File: config.mk
export PLATFORM = sky130hd
export DESIGN_NAME = avl_burst_traffic_gen_flat
export DESIGN_NICKNAME = d
export VERILOG_FILES = /design/src/rtl/avl_burst_traffic_gen_if.sv /design/src/rtl/avl_burst_traffic_gen.sv /design/src/flat_wrapper.sv
export SDC_FILE = /design/constraint.sdc
export NUM_CORES = 1
export LEC_CHECK = 0
export ABC_AREA = 1
export CORE_MARGIN = 5
export CORE_UTILIZATION = 40
export DETAILED_ROUTE_END_ITERATION = 8
export GPL_TIMING_DRIVEN = 0
export PLACE_DENSITY = 0.69
export SLEW_MARGIN = 25
export SYNTH_ARGS = -nofsm -noshare
export SYNTH_HDL_FRONTEND = slang
export SYNTH_SLANG_ARGS = --single-unit
File: constraint.sdc
create_clock -name i_clk -period 2 [get_ports i_clk]
set_input_delay 0.2 -clock i_clk [delete_from_list [all_inputs] [get_ports i_clk]]
set_output_delay 0.2 -clock i_clk [all_outputs]
set_load 0.03 [all_outputs]
File: src/rtl/avl_burst_traffic_gen_if.sv
// ----------------------------------------------------------------------------
// avl_burst_traffic_gen_if
//
// Purpose:
//   Avalon-MM burst bus between the traffic generator (master) and an SDRAM
//   controller slave port (avl_s0).
//
// Signals:
//   address               burst start byte address (master -> slave)
//   byte_en               byte enables, all ones while write is high
//   write / read          write request / read command request
//   write_data            write beat data
//   begin_burst_transfer  first beat / command of a burst
//   burst_count           beats per burst
//   wait_request          slave stall (slave -> master)
//   read_data             read beat data
//   read_data_valid       read beat valid
//   resp_ready            master ready for read beats
//
// Modports: master (generator side), slave (controller / bench side).
// ----------------------------------------------------------------------------
interface avl_burst_traffic_gen_if #(
    parameter int ADDR_W  = 24,
    parameter int DATA_W  = 32,
    parameter int BURST_W = 8
) ();
    logic [ADDR_W-1:0]   address;
    logic [DATA_W/8-1:0] byte_en;
    logic                write;
    logic                read;
    logic [DATA_W-1:0]   write_data;
    logic                begin_burst_transfer;
    logic [BURST_W-1:0]  burst_count;
    logic                wait_request;
    logic [DATA_W-1:0]   read_data;
    logic                read_data_valid;
    logic                resp_ready;

    modport master (
        output address, byte_en, write, read, write_data,
               begin_burst_transfer, burst_count, resp_ready,
        input  wait_request, read_data, read_data_valid
    );

    modport slave (
        input  address, byte_en, write, read, write_data,
               begin_burst_transfer, burst_count, resp_ready,
        output wait_request, read_data, read_data_valid
    );
endinterface

File: src/rtl/avl_burst_traffic_gen.sv
// ----------------------------------------------------------------------------
// avl_burst_traffic_gen
//
// Purpose:
//   Avalon burst master that writes burst_num bursts of burst_len beats,
//   reads each burst straight back and checks the returned data against a
//   regenerated pattern. Status (busy/done/pass/err_cnt/first_err_addr) is
//   meant for LEDs or an on-chip logic analyser.
//
// Optional feature macro: TRAFFIC_GEN_LFSR_EN
//   Defined     : pattern_sel=1 selects a Galois LFSR pattern (zero seed -> 1).
//   Not defined : incrementing pattern only, pattern_sel is ignored.
//
// Ports:
//   i_clk              system clock
//   i_rest_n           asynchronous active-low reset
//   i_start            start pulse, ignored while busy
//   i_base_addr        first byte address (word aligned)
//   i_burst_len        beats per burst
//   i_burst_num        number of write/read burst pairs
//   i_seed             pattern seed
//   i_pattern_sel      0 = incrementing, 1 = LFSR (macro only)
//   o_busy             run in progress
//   o_done             one-cycle pulse at end of run
//   o_pass             run finished with no mismatches, held until next start
//   o_err_cnt          saturating count of mismatching beats
//   o_first_err_addr   byte address of the first mismatch
//   avl_m0             Avalon burst master port (interface, master modport)
// ----------------------------------------------------------------------------
module avl_burst_traffic_gen #(
    parameter int ADDR_W  = 24,
    parameter int DATA_W  = 32,
    parameter int BURST_W = 8,
    parameter int NUM_W   = 16
) (
    input  logic                 i_clk,
    input  logic                 i_rest_n,
    input  logic                 i_start,
    input  logic [ADDR_W-1:0]    i_base_addr,
    input  logic [BURST_W-1:0]   i_burst_len,
    input  logic [NUM_W-1:0]     i_burst_num,
    input  logic [DATA_W-1:0]    i_seed,
    input  logic                 i_pattern_sel,
    output logic                 o_busy,
    output logic                 o_done,
    output logic                 o_pass,
    output logic [NUM_W-1:0]     o_err_cnt,
    output logic [ADDR_W-1:0]    o_first_err_addr,
    avl_burst_traffic_gen_if.master avl_m0
);

    localparam int BYTES = DATA_W / 8;

    typedef enum logic [2:0] {
        S_IDLE,
        S_WR,
        S_RD_CMD,
        S_RD_DATA,
        S_NEXT,
        S_DONE
    } state_t;

    state_t r_state;
    state_t w_next_state;

    logic [ADDR_W-1:0]  r_burst_addr;
    logic [BURST_W-1:0] r_len;
    logic [NUM_W-1:0]   r_remaining;
    logic [BURST_W-1:0] r_beat;
    logic [DATA_W-1:0]  r_burst_pat;
    logic [DATA_W-1:0]  r_wr_pat;
    logic [DATA_W-1:0]  r_rd_pat;
    logic [NUM_W-1:0]   r_err_cnt;
    logic [ADDR_W-1:0]  r_first_err_addr;
    logic               r_pass;

    logic               w_wr_accept;
    logic               w_rd_accept;
    logic               w_rd_beat;
    logic               w_last_beat;
    logic               w_mismatch;
    logic               w_start_zero;
    logic [ADDR_W-1:0]  w_beat_addr;
    logic [ADDR_W-1:0]  w_burst_bytes;
    logic [DATA_W-1:0]  w_seed_init;

`ifdef TRAFFIC_GEN_LFSR_EN
    // Fixed tap mask; the MSB tap keeps a non-zero state from ever reaching 0.
    localparam logic [DATA_W-1:0] LFSR_TAPS = {1'b1, {(DATA_W-3){1'b0}}, 2'b11};

    logic r_pat_sel;

    assign w_seed_init = (i_pattern_sel && (i_seed == '0)) ? DATA_W'(1) : i_seed;

    function automatic logic [DATA_W-1:0] f_next_pat(input logic [DATA_W-1:0] p);
        if (r_pat_sel) begin
            return p[0] ? ((p >> 1) ^ LFSR_TAPS) : (p >> 1);
        end
        return p + DATA_W'(1);
    endfunction
`else
    logic w_unused_pattern_sel;

    assign w_unused_pattern_sel = i_pattern_sel;
    assign w_seed_init          = i_seed;

    function automatic logic [DATA_W-1:0] f_next_pat(input logic [DATA_W-1:0] p);
        return p + DATA_W'(1);
    endfunction
`endif

    assign w_wr_accept   = (r_state == S_WR) && !avl_m0.wait_request;
    assign w_rd_accept   = (r_state == S_RD_CMD) && !avl_m0.wait_request;
    assign w_rd_beat     = (r_state == S_RD_DATA) && avl_m0.read_data_valid;
    assign w_last_beat   = (r_beat == (r_len - BURST_W'(1)));
    assign w_mismatch    = w_rd_beat && (avl_m0.read_data != r_rd_pat);
    assign w_start_zero  = (i_burst_len == '0) || (i_burst_num == '0);
    assign w_beat_addr   = r_burst_addr + (ADDR_W'(r_beat) * ADDR_W'(BYTES));
    assign w_burst_bytes = ADDR_W'(r_len) * ADDR_W'(BYTES);

    // State register.
    always_ff @(posedge i_clk or negedge i_rest_n) begin
        if (!i_rest_n) begin
            r_state <= S_IDLE;
        end else begin
            r_state <= w_next_state;
        end
    end

    // Next-state logic. A zero-length run skips straight to DONE so the caller
    // still sees a done pulse.
    always_comb begin
        w_next_state = r_state;
        case (r_state)
            S_IDLE: begin
                if (i_start) begin
                    w_next_state = w_start_zero ? S_DONE : S_WR;
                end
            end
            S_WR: begin
                if (w_wr_accept && w_last_beat) begin
                    w_next_state = S_RD_CMD;
                end
            end
            S_RD_CMD: begin
                if (w_rd_accept) begin
                    w_next_state = S_RD_DATA;
                end
            end
            S_RD_DATA: begin
                if (w_rd_beat && w_last_beat) begin
                    w_next_state = S_NEXT;
                end
            end
            S_NEXT: begin
                w_next_state = (r_remaining == NUM_W'(1)) ? S_DONE : S_WR;
            end
            S_DONE: begin
                w_next_state = S_IDLE;
            end
            default: begin
                w_next_state = S_IDLE;
            end
        endcase
    end

    // Output decode. Address and burst count come straight from registers.
    always_comb begin
        avl_m0.write                = 1'b0;
        avl_m0.read                 = 1'b0;
        avl_m0.begin_burst_transfer = 1'b0;
        avl_m0.resp_ready           = 1'b0;
        avl_m0.byte_en              = '0;
        o_busy                      = (r_state != S_IDLE);
        o_done                      = 1'b0;
        case (r_state)
            S_WR: begin
                avl_m0.write                = 1'b1;
                avl_m0.byte_en              = '1;
                avl_m0.begin_burst_transfer = (r_beat == '0);
            end
            S_RD_CMD: begin
                avl_m0.read                 = 1'b1;
                avl_m0.begin_burst_transfer = 1'b1;
            end
            S_RD_DATA: begin
                avl_m0.resp_ready = 1'b1;
            end
            S_DONE: begin
                o_done = 1'b1;
            end
            default: begin
            end
        endcase
    end

    assign avl_m0.address     = r_burst_addr;
    assign avl_m0.burst_count = r_len;
    assign avl_m0.write_data  = r_wr_pat;

    // pass shows during the done cycle and is then held in r_pass.
    assign o_pass           = r_pass || ((r_state == S_DONE) && (r_err_cnt == '0));
    assign o_err_cnt        = r_err_cnt;
    assign o_first_err_addr = r_first_err_addr;

    // Datapath. r_burst_pat is the generator state at the start of the current
    // burst, so readback replays exactly what was written for that burst.
    always_ff @(posedge i_clk or negedge i_rest_n) begin
        if (!i_rest_n) begin
            r_burst_addr     <= '0;
            r_len            <= '0;
            r_remaining      <= '0;
            r_beat           <= '0;
            r_burst_pat      <= '0;
            r_wr_pat         <= '0;
            r_rd_pat         <= '0;
            r_err_cnt        <= '0;
            r_first_err_addr <= '0;
            r_pass           <= 1'b0;
`ifdef TRAFFIC_GEN_LFSR_EN
            r_pat_sel        <= 1'b0;
`endif
        end else begin
            case (r_state)
                S_IDLE: begin
                    if (i_start) begin
                        r_burst_addr     <= i_base_addr;
                        r_len            <= i_burst_len;
                        r_remaining      <= i_burst_num;
                        r_beat           <= '0;
                        r_burst_pat      <= w_seed_init;
                        r_wr_pat         <= w_seed_init;
                        r_rd_pat         <= w_seed_init;
                        r_err_cnt        <= '0;
                        r_first_err_addr <= '0;
                        r_pass           <= 1'b0;
`ifdef TRAFFIC_GEN_LFSR_EN
                        r_pat_sel        <= i_pattern_sel;
`endif
                    end
                end
                S_WR: begin
                    if (w_wr_accept) begin
                        r_wr_pat <= f_next_pat(r_wr_pat);
                        if (w_last_beat) begin
                            r_beat   <= '0;
                            r_rd_pat <= r_burst_pat;
                        end else begin
                            r_beat <= r_beat + BURST_W'(1);
                        end
                    end
                end
                S_RD_DATA: begin
                    if (w_rd_beat) begin
                        r_rd_pat <= f_next_pat(r_rd_pat);
                        r_beat   <= w_last_beat ? '0 : (r_beat + BURST_W'(1));
                        if (w_mismatch) begin
                            // err_cnt never returns to zero within a run, so
                            // zero here marks the first mismatch.
                            if (r_err_cnt == '0) begin
                                r_first_err_addr <= w_beat_addr;
                            end
                            if (r_err_cnt != '1) begin
                                r_err_cnt <= r_err_cnt + NUM_W'(1);
                            end
                        end
                    end
                end
                S_NEXT: begin
                    r_burst_addr <= r_burst_addr + w_burst_bytes;
                    r_remaining  <= r_remaining - NUM_W'(1);
                    r_burst_pat  <= r_wr_pat;
                end
                S_DONE: begin
                    r_pass <= (r_err_cnt == '0);
                end
                default: begin
                end
            endcase
        end
    end

endmodule

File: src/flat_wrapper.sv
// flat-port wrapper written by rule: the top's interface ports become plain ports
module avl_burst_traffic_gen_flat 
#(
    parameter int ADDR_W  = 24,
    parameter int DATA_W  = 32,
    parameter int BURST_W = 8,
    parameter int NUM_W   = 16
)
  (i_clk, i_rest_n, i_start, i_base_addr, i_burst_len, i_burst_num, i_seed, i_pattern_sel, o_busy, o_done, o_pass, o_err_cnt, o_first_err_addr, avl_m0_address, avl_m0_byte_en, avl_m0_write, avl_m0_read, avl_m0_write_data, avl_m0_begin_burst_transfer, avl_m0_burst_count, avl_m0_resp_ready, avl_m0_wait_request, avl_m0_read_data, avl_m0_read_data_valid);
  avl_burst_traffic_gen_if #(.ADDR_W(ADDR_W), .DATA_W(DATA_W), .BURST_W(BURST_W)) avl_m0_i ();
  input  logic i_clk;
  input  logic i_rest_n;
  input  logic i_start;
  input  logic [ADDR_W-1:0] i_base_addr;
  input  logic [BURST_W-1:0] i_burst_len;
  input  logic [NUM_W-1:0] i_burst_num;
  input  logic [DATA_W-1:0] i_seed;
  input  logic i_pattern_sel;
  output logic o_busy;
  output logic o_done;
  output logic o_pass;
  output logic [NUM_W-1:0] o_err_cnt;
  output logic [ADDR_W-1:0] o_first_err_addr;
  output wire logic [$bits(avl_m0_i.address)-1:0] avl_m0_address;
  output wire logic [$bits(avl_m0_i.byte_en)-1:0] avl_m0_byte_en;
  output wire logic [$bits(avl_m0_i.write)-1:0] avl_m0_write;
  output wire logic [$bits(avl_m0_i.read)-1:0] avl_m0_read;
  output wire logic [$bits(avl_m0_i.write_data)-1:0] avl_m0_write_data;
  output wire logic [$bits(avl_m0_i.begin_burst_transfer)-1:0] avl_m0_begin_burst_transfer;
  output wire logic [$bits(avl_m0_i.burst_count)-1:0] avl_m0_burst_count;
  output wire logic [$bits(avl_m0_i.resp_ready)-1:0] avl_m0_resp_ready;
  input wire logic [$bits(avl_m0_i.wait_request)-1:0] avl_m0_wait_request;
  input wire logic [$bits(avl_m0_i.read_data)-1:0] avl_m0_read_data;
  input wire logic [$bits(avl_m0_i.read_data_valid)-1:0] avl_m0_read_data_valid;
  assign avl_m0_address = avl_m0_i.address;
  assign avl_m0_byte_en = avl_m0_i.byte_en;
  assign avl_m0_write = avl_m0_i.write;
  assign avl_m0_read = avl_m0_i.read;
  assign avl_m0_write_data = avl_m0_i.write_data;
  assign avl_m0_begin_burst_transfer = avl_m0_i.begin_burst_transfer;
  assign avl_m0_burst_count = avl_m0_i.burst_count;
  assign avl_m0_resp_ready = avl_m0_i.resp_ready;
  assign avl_m0_i.wait_request = avl_m0_wait_request;
  assign avl_m0_i.read_data = avl_m0_read_data;
  assign avl_m0_i.read_data_valid = avl_m0_read_data_valid;
  avl_burst_traffic_gen #(.ADDR_W(ADDR_W), .DATA_W(DATA_W), .BURST_W(BURST_W), .NUM_W(NUM_W)) u_core (.i_clk(i_clk), .i_rest_n(i_rest_n), .i_start(i_start), .i_base_addr(i_base_addr), .i_burst_len(i_burst_len), .i_burst_num(i_burst_num), .i_seed(i_seed), .i_pattern_sel(i_pattern_sel), .o_busy(o_busy), .o_done(o_done), .o_pass(o_pass), .o_err_cnt(o_err_cnt), .o_first_err_addr(o_first_err_addr), .avl_m0(avl_m0_i));
endmodule
# Word level (Yosys, flattened, before mapping)
# Index checks and enable logic that the tools add are counted.
# op_classes
n_addsub,8
eq_ne,19
muxes,42
reduce_logical,30
# op_table
operator,count
$mux 32,5
$pmux 32 s2,2
$mux 24,5
$pmux 24 s2,2
$pmux 32 s3,1
$mux 16,5
$add 32x1->32 const B,2
$pmux 16 s2,2
$add 24x10->24,2
$logic_not 16->1,2
$mux 8,4
$ne 32x32->1,1
$pmux 8 s3,1
$mux 3,6
$add 16x1->16 const B,1
$eq 16x1->1 const B,1
$logic_not 8->1,2
$ne 16x16->1 const B,1
$sub 16x1->16 const B,1
$pmux 3 s5,1
$reduce_and 5->1,3
$ne 2x1->1 const B,5
$ne 2x2->1 const B,5
$add 8x1->8 const B,1
other kinds (17),38
# word_totals
ff_bits,196
input_bits,118
out_inout_bits,115
elab_cells,110

# Longest topological paths before layout
# Gate-level depths: netlist of run 1.
# depth
ltp_word,6
mapped_depth,15
ltp_nobuf,15

# Least setup slack after synthesis of run 1
# Ideal clock, no wire load.
# synth_path
kind,flip-flop to flip-flop
start,"reg u_core.r_len[1], in the netlist u_core.avl_m0.burst_count[1]"
end,reg u_core.r_rd_pat[4]
setup_ns,0.128
t_arrival_ns,2.072
required_ns,1.872
path_slack_ns,-0.200
path_stages_with_launch,14
n_path_buf,1
synth_period_minus_slack_ns,2.200
cell_sequence,dfrtp_1 inv_1 ha_1 inv_1 nand2_1 nand2_1 nand2_1 nor2_1 nand4_1 o21bai_2 nand4_4 buf_6 nand2_1 o21ai_1
# synth_via
elab_chain_cells,4
# synth_rtl
element,line,text
"start, declared",avl_burst_traffic_gen.sv:67,logic [BURST_W-1:0] r_len;
"start signal, assigned",avl_burst_traffic_gen.sv:228,r_len <= i_burst_len;
$sub 8x1->8,avl_burst_traffic_gen.sv:115,assign w_last_beat = (r_beat == (r_len - BURST_W'(1)));
$eq 8x8->1,avl_burst_traffic_gen.sv:115,
$ne 2x1->1 (no line),-,
$reduce_and 5->1 (no line),-,
"end signal, assigned",avl_burst_traffic_gen.sv:233,r_rd_pat <= w_seed_init;
"end signal, assigned",avl_burst_traffic_gen.sv:247,r_rd_pat <= r_burst_pat;
"end signal, assigned",avl_burst_traffic_gen.sv:255,r_rd_pat <= f_next_pat(r_rd_pat);
"end, declared",avl_burst_traffic_gen.sv:72,logic [DATA_W-1:0] r_rd_pat;
# Every way passes these cells.
# A chain may end at the register's enable or synchronous reset.

# Worst setup path after layout of run 1
# layout_path
start,"reg u_core.r_len[1], in the netlist u_core.avl_m0.burst_count[1]"
end,reg u_core.r_rd_pat[26]
# Same word-level chain as after synthesis.

==> impl_metrics.csv, run 1 <==
group,metric,value,unit
placed_design,hpwlAfterDp,40400,um
worst_setup_path,cp-endpoint,"u_core.r_rd_pat[26]",
layout,nNetsFinal,2407,
global_route,use_met3,4.70,%
global_route,overflow,0,
worst_setup_path,cp-startpoint,"u_core.avl_m0.burst_count[1]",
synthesis,ys_seq_area_share,36.6,%
worst_setup_path,crit_path_max_fanout,5,
worst_setup_path,rrSetupSlack,-240,ps
timing,fmax,0.446,GHz
worst_setup_path,crit-reg2reg-launch,"u_core.avl_m0.burst_count[1]",
cts,cts_tree,"yes",
synthesis,yosysTopAreaCellShare,36.6,%
floorplanning,io_pins,233,
placed_design,place_area,16400,sq um
synthesis,ys_warn_count,0,
floorplanning,initial_utilization,40.3,%
power,power_density,1740,nW/um^2
synthesis,syn_avg_cell_area,6.91,sq um
power,ir_drop,1090,uV
timing,fin_crit_sh,112,%
synthesis,synthArstFlopShare,100,%
synthesis,synth_edf_count,0,
layout,layout_commonest_cell,"nand2_1",
detailed_routing,drt_iter0_markers,1511,
worst_setup_path,cp.arrival,2590,ps
synthesis,netlist_area,13400,sq um
min_path,worstHoldPathType,"in2async",
layout,drive_above_1_share,18.4,%
run_status,failed_checks,"setup timing",
cts,clockBufferDepth,2,
timing,relSlewSlack,57.3,%
power,power,32.6,mW
detailed_routing,dr.pass1.iters,6,
timing,tightestPinTransition,641,ps
detailed_routing,route.vias.total,15156,
worst_setup_path,start_kind,"register",
cts,root_buffer,"clkbuf_16",
floorplanning,placement_rows,67,
worst_setup_path,cp.required,2350,ps
synthesis,syn_inst,1940,
global_route,use_met2,46.1,%
timing,timing.final.max_slew_violations,0,
layout,final_area,18700,sq um
worst_setup_path,crit_type,"reg2reg",
layout,fillers,3102,
synthesis,synth_area_leaders,"dfrtp_1 (37%), nand2_1 (15%), nor2_1 (6.4%)",
placed_design,port_buffers,230,
layout,synthToLayoutAreaGrowth,39.8,%
worst_setup_path,reg2regPathDepth,14,
floorplanning,dieWidth,193,um
timing,rsz0062_at_grt,"true",
global_route,grt_pass1_vias,14502,
detailed_routing,wire_per_inst,20.1,um
detailed_routing,via_per_inst,5.57,
worst_setup_path,crit_path_end_kind,"register",
layout,final_cell_mix,"nand2_1 (487), clkdlybuf4s50_1 (211), nor2_1 (210), inv_1 (175), dfrtp_1 (155)",
run,maxCapViolations,0,
synthesis,synth_nets,2085,
synthesis,ys.flop_type,"dfrtp_1",
synthesis,yosysTopAreaCell,"dfrtp_1",
synthesis,yosysUniqueCellTypes,52,
global_route,grt_pass1_wl,81200,um
cts,clock-sinks,196,
run_status,status,"finished with violations",
timing,setup_violations,54,
global_route,met1_usage,37.3,%
worst_setup_path,rr_endpoint,"u_core.r_rd_pat[26]",
floorplanning,fp.coreArea,33300,sq um
timing,skew,17.7,ps
floorplanning,dieHeight,193,um
synthesis,ys_seq_elements,196,
detailed_routing,antenna_left,0,
cts,clkTransAtPathRegs,80,ps
timing,setup_slack,-240,ps
timing,min_period,2240,ps
layout,antenna_cells,0,
timing,finalHoldViolCount,0,
power,leakage,8.44,nW
detailed_routing,drc_errors,0,
cts,clk_latency,460,ps
global_route,busiest_layer,"met2",
floorplanning,dieArea,37300,sq um
placed_design,dp_slack,-771,ps
global_route,grt_max_degree,91,
cts,htree_levels,4,
cts,cts_buffers,17,
placed_design,place.gp.congestion,0.962,
global_route,grtUsageTotal,28.0,%
detailed_routing,wirelength,54600,um
global_route,antenna_found_initial,0,
[per-stage QoR]
step | cells | hold WS, ps | utilization [%] | TNS, ps
4_1_cts | 2703 | 167 | 54.2 | -6290
6_report | 2723 | 173 | 56.3 | -8150
3_3_place_gp | 2618 | 454 | 49.1 | -1572900
2_1_floorplan | 1940 | -95.6 | - | -932
5_1_grt | 2723 | 187 | 56.3 | -17100
3_5_place_dp | 2620 | 53.9 | 49.3 | -39870
[area by class of cell]
| cell class | instances | area, sq um | area share [%] |
|---|---|---|---|
| Timing Repair Buffer | 307 | 3080 | 16.4 |
| Multi-Input combinational cell | 1467 | 8240 | 44.0 |
| Inverter | 196 | 746 | 3.98 |
| Clock inverter | 14 | 144 | 0.768 |
| Clock buffer | 18 | 439 | 2.34 |
| Tap cell | 448 | 561 | 2.99 |
| Sequential cell | 196 | 4960 | 26.5 |
| Buffer | 77 | 574 | 3.07 |
[cell usage after synthesis, types with 4 or more instances]
library cell	count
o211ai_1	14
nor3_1	41
o21ai_1	46
clkbuf_1	39
nor2_2	4
buf_2	19
a221oi_1	4
nor2_1	227
nor4_1	16
ha_1	25
o22ai_1	44
inv_1	187
a31oi_1	20
o221ai_1	6
inv_2	9
or2_2	10
nand4_1	40
dfrtp_1	196
a21oi_1	98
xnor2_1	25
buf_4	12
buf_1	5
nand3_1	129
o21ai_0	84
xor2_1	62
nand2_1	533
buf_6	7
[worst min path at each step]
| stage | cells past startpoint | endpoint | slack (ps) | from |
|---|---|---|---|---|
| 6_report | 2 | u_core.avl_m0.address[16] | 170 | i_rest_n |
| 5_1_grt | 2 | u_core.avl_m0.address[16] | 190 | i_rest_n |
| 4_1_cts | 2 | u_core.avl_m0.address[16] | 170 | i_rest_n |
| 3_5_place_dp | 1 | u_core.o_first_err_addr[16] | 50 | i_rest_n |
| 3_3_place_gp | 2 | u_core.o_first_err_addr[16] | 450 | u_core.o_first_err_addr[16] |
| 2_1_floorplan | 0 | u_core.avl_m0.address[0] | -100 | i_rest_n |
[metal layers]
layer	part of all wire, %	wire length (um)
met5	0	0
met4	3.8	2060
met3	7.6	4160
met2	47	25700
met1	42	22700
[report_power, final]
part / internal [mW] / switching [mW] / leakage (nW)
registers: 5.78 / 2.63 / 2.35
clock network: 1.79 / 1.76 / 0.285
logic: 8.44 / 12.2 / 5.80
total: 16.0 / 16.6 / 8.44
[worst max-delay path, cell delays in order, from the launching register on]
cell      delay [ps]
dfrtp_2          440
buf_12           150
nor2_2           130
nand2_1          100
nand2_1           90
nand3_1           70
nand2_1          120
nand3_2          130
o21bai_4         200
buf_4            140
buf_6             90
nand4_4          130
buf_6            190
nand2_1           70
o21ai_2           50
[registers in the layout, indices dropped and copies added (netlist names)]
signal and count:
u_core.r_rd_pat 32, u_core.o_err_cnt 16, u_core.r_pass 1, u_core.avl_m0.write_data 32, u_core.r_state 3, u_core.o_first_err_addr 24
u_core.avl_m0.burst_count 8, u_core.r_beat 8, u_core.r_remaining 16, u_core.avl_m0.address 24, u_core.r_burst_pat 32
[logic make-up after synthesis]
family / share of synthesized area [%]
simple gates: 31.9
compound gates: 14.3
buf+inv: 8.69
flops: 36.6
xor+xnor: 5.69
fa+ha+maj: 2.63
mux: 0.252
[repair_timing]
item | CTS | global route
buffers inserted | 47 | 26
pin swaps | 28 | 52
endpoints found under the setup margin | 145 | 185
resized for setup | 245 | 177
hold buffers | 1 | 0
hold endpoints to repair | 196 | 0
cloned | 6 | 0
(Power assumes the default switching activity.)
==> inputs of run 2 (changes only) <==
- TNS_END_PERCENT: default -> 50
==> impl_metrics.csv, run 2 (synthesis results as in run 1) <==
group,metric,value,unit
timing,fin_crit_sh,108,%
run_status,status,"finished with violations",
worst_setup_path,cp.arrival,2470,ps
timing,timing.final.max_slew_violations,0,
layout,drive_above_1_share,21.3,%
floorplanning,fp.coreArea,33300,sq um
timing,hold_ws,277,ps
cts,cts_buffers,17,
floorplanning,initial_utilization,40.3,%
worst_setup_path,start_kind,"register",
global_route,use_met3,4.18,%
global_route,grt_pass1_vias,14327,
layout,final_cell_mix,"nand2_1 (457), clkdlybuf4s50_1 (216), nor2_1 (209), inv_1 (173), dfrtp_1 (146)",
timing,relSlewSlack,49.9,%
detailed_routing,antenna_left,0,
cts,htree_levels,4,
timing,rsz0062_at_grt,"true",
power,power,33.2,mW
global_route,met1_usage,37.0,%
layout,instances_no_fill,2755,
detailed_routing,wire_per_inst,19.9,um
global_route,busiest_layer,"met2",
worst_setup_path,crit-reg2reg-launch,"u_core.avl_m0.burst_count[1]",
worst_setup_path,crit_path_max_fanout,8,
placed_design,port_buffers,230,
layout,synthToLayoutAreaGrowth,42.7,%
timing,setup_slack,-159,ps
worst_setup_path,crit_type,"reg2reg",
cts,clkTransAtPathRegs,70,ps
floorplanning,io_pins,233,
run_status,failed_checks,"setup timing",
global_route,grt_pass1_wl,80500,um
timing,fmax,0.463,GHz
timing,skew,12.4,ps
worst_setup_path,crit_path_end_kind,"register",
worst_setup_path,cp-startpoint,"u_core.avl_m0.burst_count[1]",
floorplanning,dieHeight,193,um
global_route,grtUsageTotal,27.7,%
detailed_routing,wirelength,54900,um
run,maxCapViolations,0,
detailed_routing,drc_errors,0,
layout,nNetsFinal,2438,
detailed_routing,dr.pass1.iters,7,
timing,setup_violations,51,
global_route,antenna_found_initial,1,
power,power_density,1740,nW/um^2
min_path,worstHoldPathType,"in2async",
worst_setup_path,cp.required,2310,ps
power,ir_drop,1040,uV
global_route,overflow,0,
detailed_routing,route.vias.total,15516,
placed_design,place.gp.congestion,0.985,
timing,min_period,2160,ps
layout,layout_commonest_cell,"nand2_1",
power,leakage,8.54,nW
timing,tightestPinTransition,751,ps
layout,final_util,57.5,%
cts,cts_tree,"yes",
detailed_routing,drt_iter0_markers,1695,
detailed_routing,via_per_inst,5.63,
global_route,use_met2,45.6,%
global_route,grt_max_degree,68,
placed_design,dp_cells,2620,
placed_design,hpwlAfterDp,40000,um
floorplanning,dieWidth,193,um
cts,clockBufferDepth,2,
cts,clock-sinks,196,
cts,root_buffer,"clkbuf_16",
layout,fillers,3072,
floorplanning,placement_rows,67,
cts,clk_latency,450,ps
floorplanning,dieArea,37300,sq um
timing,finalHoldViolCount,0,
## run 2: metrics by stage
| step | cell area (sq um) | worst slack (ps) | setup TNS (ps) |
|---|---|---|---|
| 6_report | 19100 | -159 | -5490 |
| 5_1_grt | 19100 | -292 | -12730 |
| 4_1_cts | 17900 | -176 | -4370 |
| 3_5_place_dp | 16300 | -751 | -39940 |
| 3_3_place_gp | 16300 | -8490 | -1550500 |
| 2_1_floorplan | 13400 | -55.4 | -858 |
## run 2: critical path: stages, from the launching register on
cell	delay, ps
dfrtp_2	440
inv_2	90
ha_4	160
inv_2	40
nand2_1	50
nand3_1	70
nand2_1	100
nand2_1	70
nor2_2	130
nand3_2	110
o21bai_4	210
nand4_4	130
buf_12	180
buf_8	130
nand2_2	50
o21ai_1	60
## run 2: what timing repair did
item	4_1_cts	5_1_grt
pin swaps	35	64
hold buffers	1	0
gates cloned	5	3
endpoints found under the setup margin	144	179
resized for setup	247	219
setup buffers	38	59
endpoints found under the hold margin	63	0
## run 2: cell type report
cell class | instances | area (sq um) | area share [%]
diodes | 1 | 2.50 | 0.0131
plain buffers | 79 | 609 | 3.19
clock buffers | 18 | 439 | 2.30
clock inverters | 14 | 143 | 0.746
inverters | 196 | 752 | 3.93
multi-input cells | 1467 | 8350 | 43.6
flip-flops and latches | 196 | 4970 | 26.0
well taps | 448 | 561 | 2.93
repair buffers | 336 | 3310 | 17.3
## run 2: power by group
group,internal [mW],switching (mW),leakage (nW)
sequential,5.80,2.55,2.34
clock,1.80,1.77,0.287
combinational,8.84,12.5,5.91
## run 2: worst paths after layout
kind / cells after the start / endpoint / slack (ps)
max in group asynchronous: 4 / u_core.r_rd_pat[20] / 610
worst max register to register: 15 / u_core.r_rd_pat[4] / -160
worst max-delay path: 15 / u_core.r_rd_pat[4] / -160
worst min register to register: 2 / u_core.o_first_err_addr[1] / 470
worst min-delay path: 2 / u_core.o_first_err_addr[14] / 280
min in group i_clk: 3 / u_core.avl_m0.address[10] / 290
## run 2: metal layers
layer | wire (um) | vias to the layer above | share of wire (%)
met5 | 15 | - | 0.027
met4 | 2300 | 2 | 4.2
met3 | 4600 | 173 | 8.4
met2 | 25800 | 897 | 47
met1 | 22200 | 7334 | 40
li1 | - | 7110 | -
==> inputs of run 3 (changes only) <==
==> constraint.sdc (replaced) <==
create_clock -name i_clk -period 2 [get_ports i_clk]
set_input_delay 0.4 -clock i_clk [delete_from_list [all_inputs] [get_ports i_clk]]
set_output_delay 0.4 -clock i_clk [all_outputs]
set_load 0.03 [all_outputs]
==> impl_metrics.csv, run 3 (synthesis results as in run 1) <==
group,metric,value,unit
timing,tightestPinTransition,673,ps
run_status,failed_checks,"setup timing",
timing,hold_ws,391,ps
timing,rsz0062_at_grt,"true",
layout,multiInputGateArea,8440,sq um
floorplanning,initial_utilization,40.3,%
layout,drive_above_1_share,21.6,%
cts,clock-sinks,196,
global_route,antenna_found_initial,2,
layout,layout_commonest_cell,"nand2_1",
global_route,grt_pass1_vias,14814,
worst_setup_path,worstPathCellList,"buf_8 > nor4_4 > nand4_1 > nor3_4 > nand2_2 > nand2_2 > buf_6",
worst_setup_path,crit_type,"reg2out",
global_route,grt_pass1_wl,83500,um
floorplanning,fp.coreArea,33300,sq um
floorplanning,dieArea,37300,sq um
cts,root_buffer,"clkbuf_16",
detailed_routing,via_per_inst,5.64,
floorplanning,dieHeight,193,um
cts,clockBufferDepth,2,
worst_setup_path,crit_path_max_fanout,5,
global_route,grt_max_degree,92,
detailed_routing,route.vias.total,15518,
detailed_routing,dr.pass1.iters,5,
layout,nNetsFinal,2435,
run_status,status,"finished with violations",
cts,htree_levels,4,
worst_setup_path,slowest_delay,400,ps
placed_design,place.gp.congestion,0.997,
floorplanning,io_pins,233,
detailed_routing,wirelength,55600,um
worst_setup_path,crit_path_end_kind,"output pin",
detailed_routing,drc_errors,0,
detailed_routing,antenna_left,0,
placed_design,hpwlAfterDp,40400,um
cts,clk_latency,470,ps
timing,setup_violations,50,
placed_design,port_buffers,230,
min_path,worstHoldPathType,"in2async",
timing,fin_crit_sh,117,%
timing,timing.final.max_slew_violations,0,
timing,finalHoldViolCount,0,
layout,final_area,19200,sq um
timing,setup_slack,-334,ps
floorplanning,dieWidth,193,um
worst_setup_path,rrSetupSlack,-190,ps
detailed_routing,wire_per_inst,20.2,um
cts,cts_buffers,17,
layout,synthToLayoutAreaGrowth,43.1,%
global_route,overflow,0,
layout,final_cell_mix,"nand2_1 (461), nor2_1 (207), inv_1 (173), clkdlybuf4s50_1 (146), dfrtp_1 (146)",
global_route,grtUsageTotal,28.9,%
floorplanning,placement_rows,67,
worst_setup_path,cp.required,1600,ps
worst_setup_path,cpMostUsedCell,"nand2_2",
power,ir_drop,967,uV
run,maxCapViolations,0,
power,leakage,8.82,nW
cts,clkTransAtPathRegs,80,ps
timing,skew,20.6,ps
timing,relSlewSlack,55.1,%
power,power,33.3,mW
detailed_routing,drt_iter0_markers,1619,
power,power_density,1740,nW/um^2
worst_setup_path,start_kind,"register",
layout,seq_area,4970,sq um
timing,fmax,0.428,GHz
placed_design,place_area,16400,sq um
timing,min_period,2330,ps
worst_setup_path,cp.arrival,1930,ps
cts,cts_tree,"yes",
worst_setup_path,cp_slowest_cell,"dfrtp_1",
layout,fillers,3082,
==> run 3: cell count changes in the layout (fill, tap and decap cells not counted), sizes merged <==
cell | previous run | this run
clkinvlp | 2 | 1
bufbuf | 1 | 0
dlygate4sd2 | 2 | 63
clkinv | 5 | 4
clkdlybuf4s50 | 216 | 146
bufinv | 1 | 2
dlymetal6s2s | 1 | 6
buf | 153 | 157
clkdlybuf4s15 | 1 | 0
==> run 3: layout make-up <==
cell class / instances / share of cell area [%]
Antenna cell: 1 / 0.0131
Timing Repair Buffer: 332 / 16.7
Clock buffer: 19 / 2.36
Clock inverter: 13 / 0.855
Multi-Input combinational cell: 1467 / 44.0
Inverter: 196 / 3.90
Buffer: 80 / 3.31
Sequential cell: 196 / 25.9
Tap cell: 448 / 2.92
==> run 3: where the power goes <==
group | total [mW] | internal (mW) | switching [mW]
registers | 8.40 | 5.80 | 2.60
clock network | 3.74 | 1.96 | 1.78
logic | 21.2 | 8.53 | 12.6
==> run 3: timing repair <==
item,4_1_cts,5_1_grt
pin swaps,26,63
gates cloned,8,2
gates resized for setup,359,235
endpoints found under the hold margin,29,0
buffers inserted,40,53
endpoints found under the setup margin,219,170
hold buffers,1,0
==> run 3: worst paths after layout <==
path,start,end,depth (start not counted)
max in group asynchronous,i_rest_n,u_core.r_rd_pat[20],3
min,i_rest_n,u_core.avl_m0.write_data[20],2
max reg2reg,u_core.avl_m0.burst_count[1],u_core.r_rd_pat[17],14
min reg2reg,u_core.o_first_err_addr[12],u_core.o_first_err_addr[12],2
min in group i_clk,u_core.o_first_err_addr[12],u_core.o_first_err_addr[12],2
max,u_core.o_err_cnt[10],o_pass,7
==> run 3: critical path, delay by kind of cell (launching register included) <==
kind | cells | cell delay (ps)
flops | 1 | 400
simple gates | 5 | 790
buf+inv | 2 | 270
==> run 3: metal layers <==
metal	wire length [um]	up-vias	global-route usage, %	part of all wire [%]
met2	25600	846	46.1	46
met3	4630	193	5.31	8.3
met4	2980	2	14.9	5.4
met5	13	-	0	0.023
met1	22400	7362	37.6	40
li1	-	7115	-	-
==> run 3: through the flow <==
stage / TNS (ps) / util [%] / std cells / setup WS (ps)
after floorplan: -1030 / - / 1940 / -55.4
after global placement: -1626480 / 49.0 / 2618 / -8790
after detailed placement: -60650 / 49.1 / 2620 / -1020
after CTS: -6440 / 54.2 / 2701 / -435
after global routing: -14400 / 57.6 / 2752 / -420
final: -6930 / 57.6 / 2752 / -334
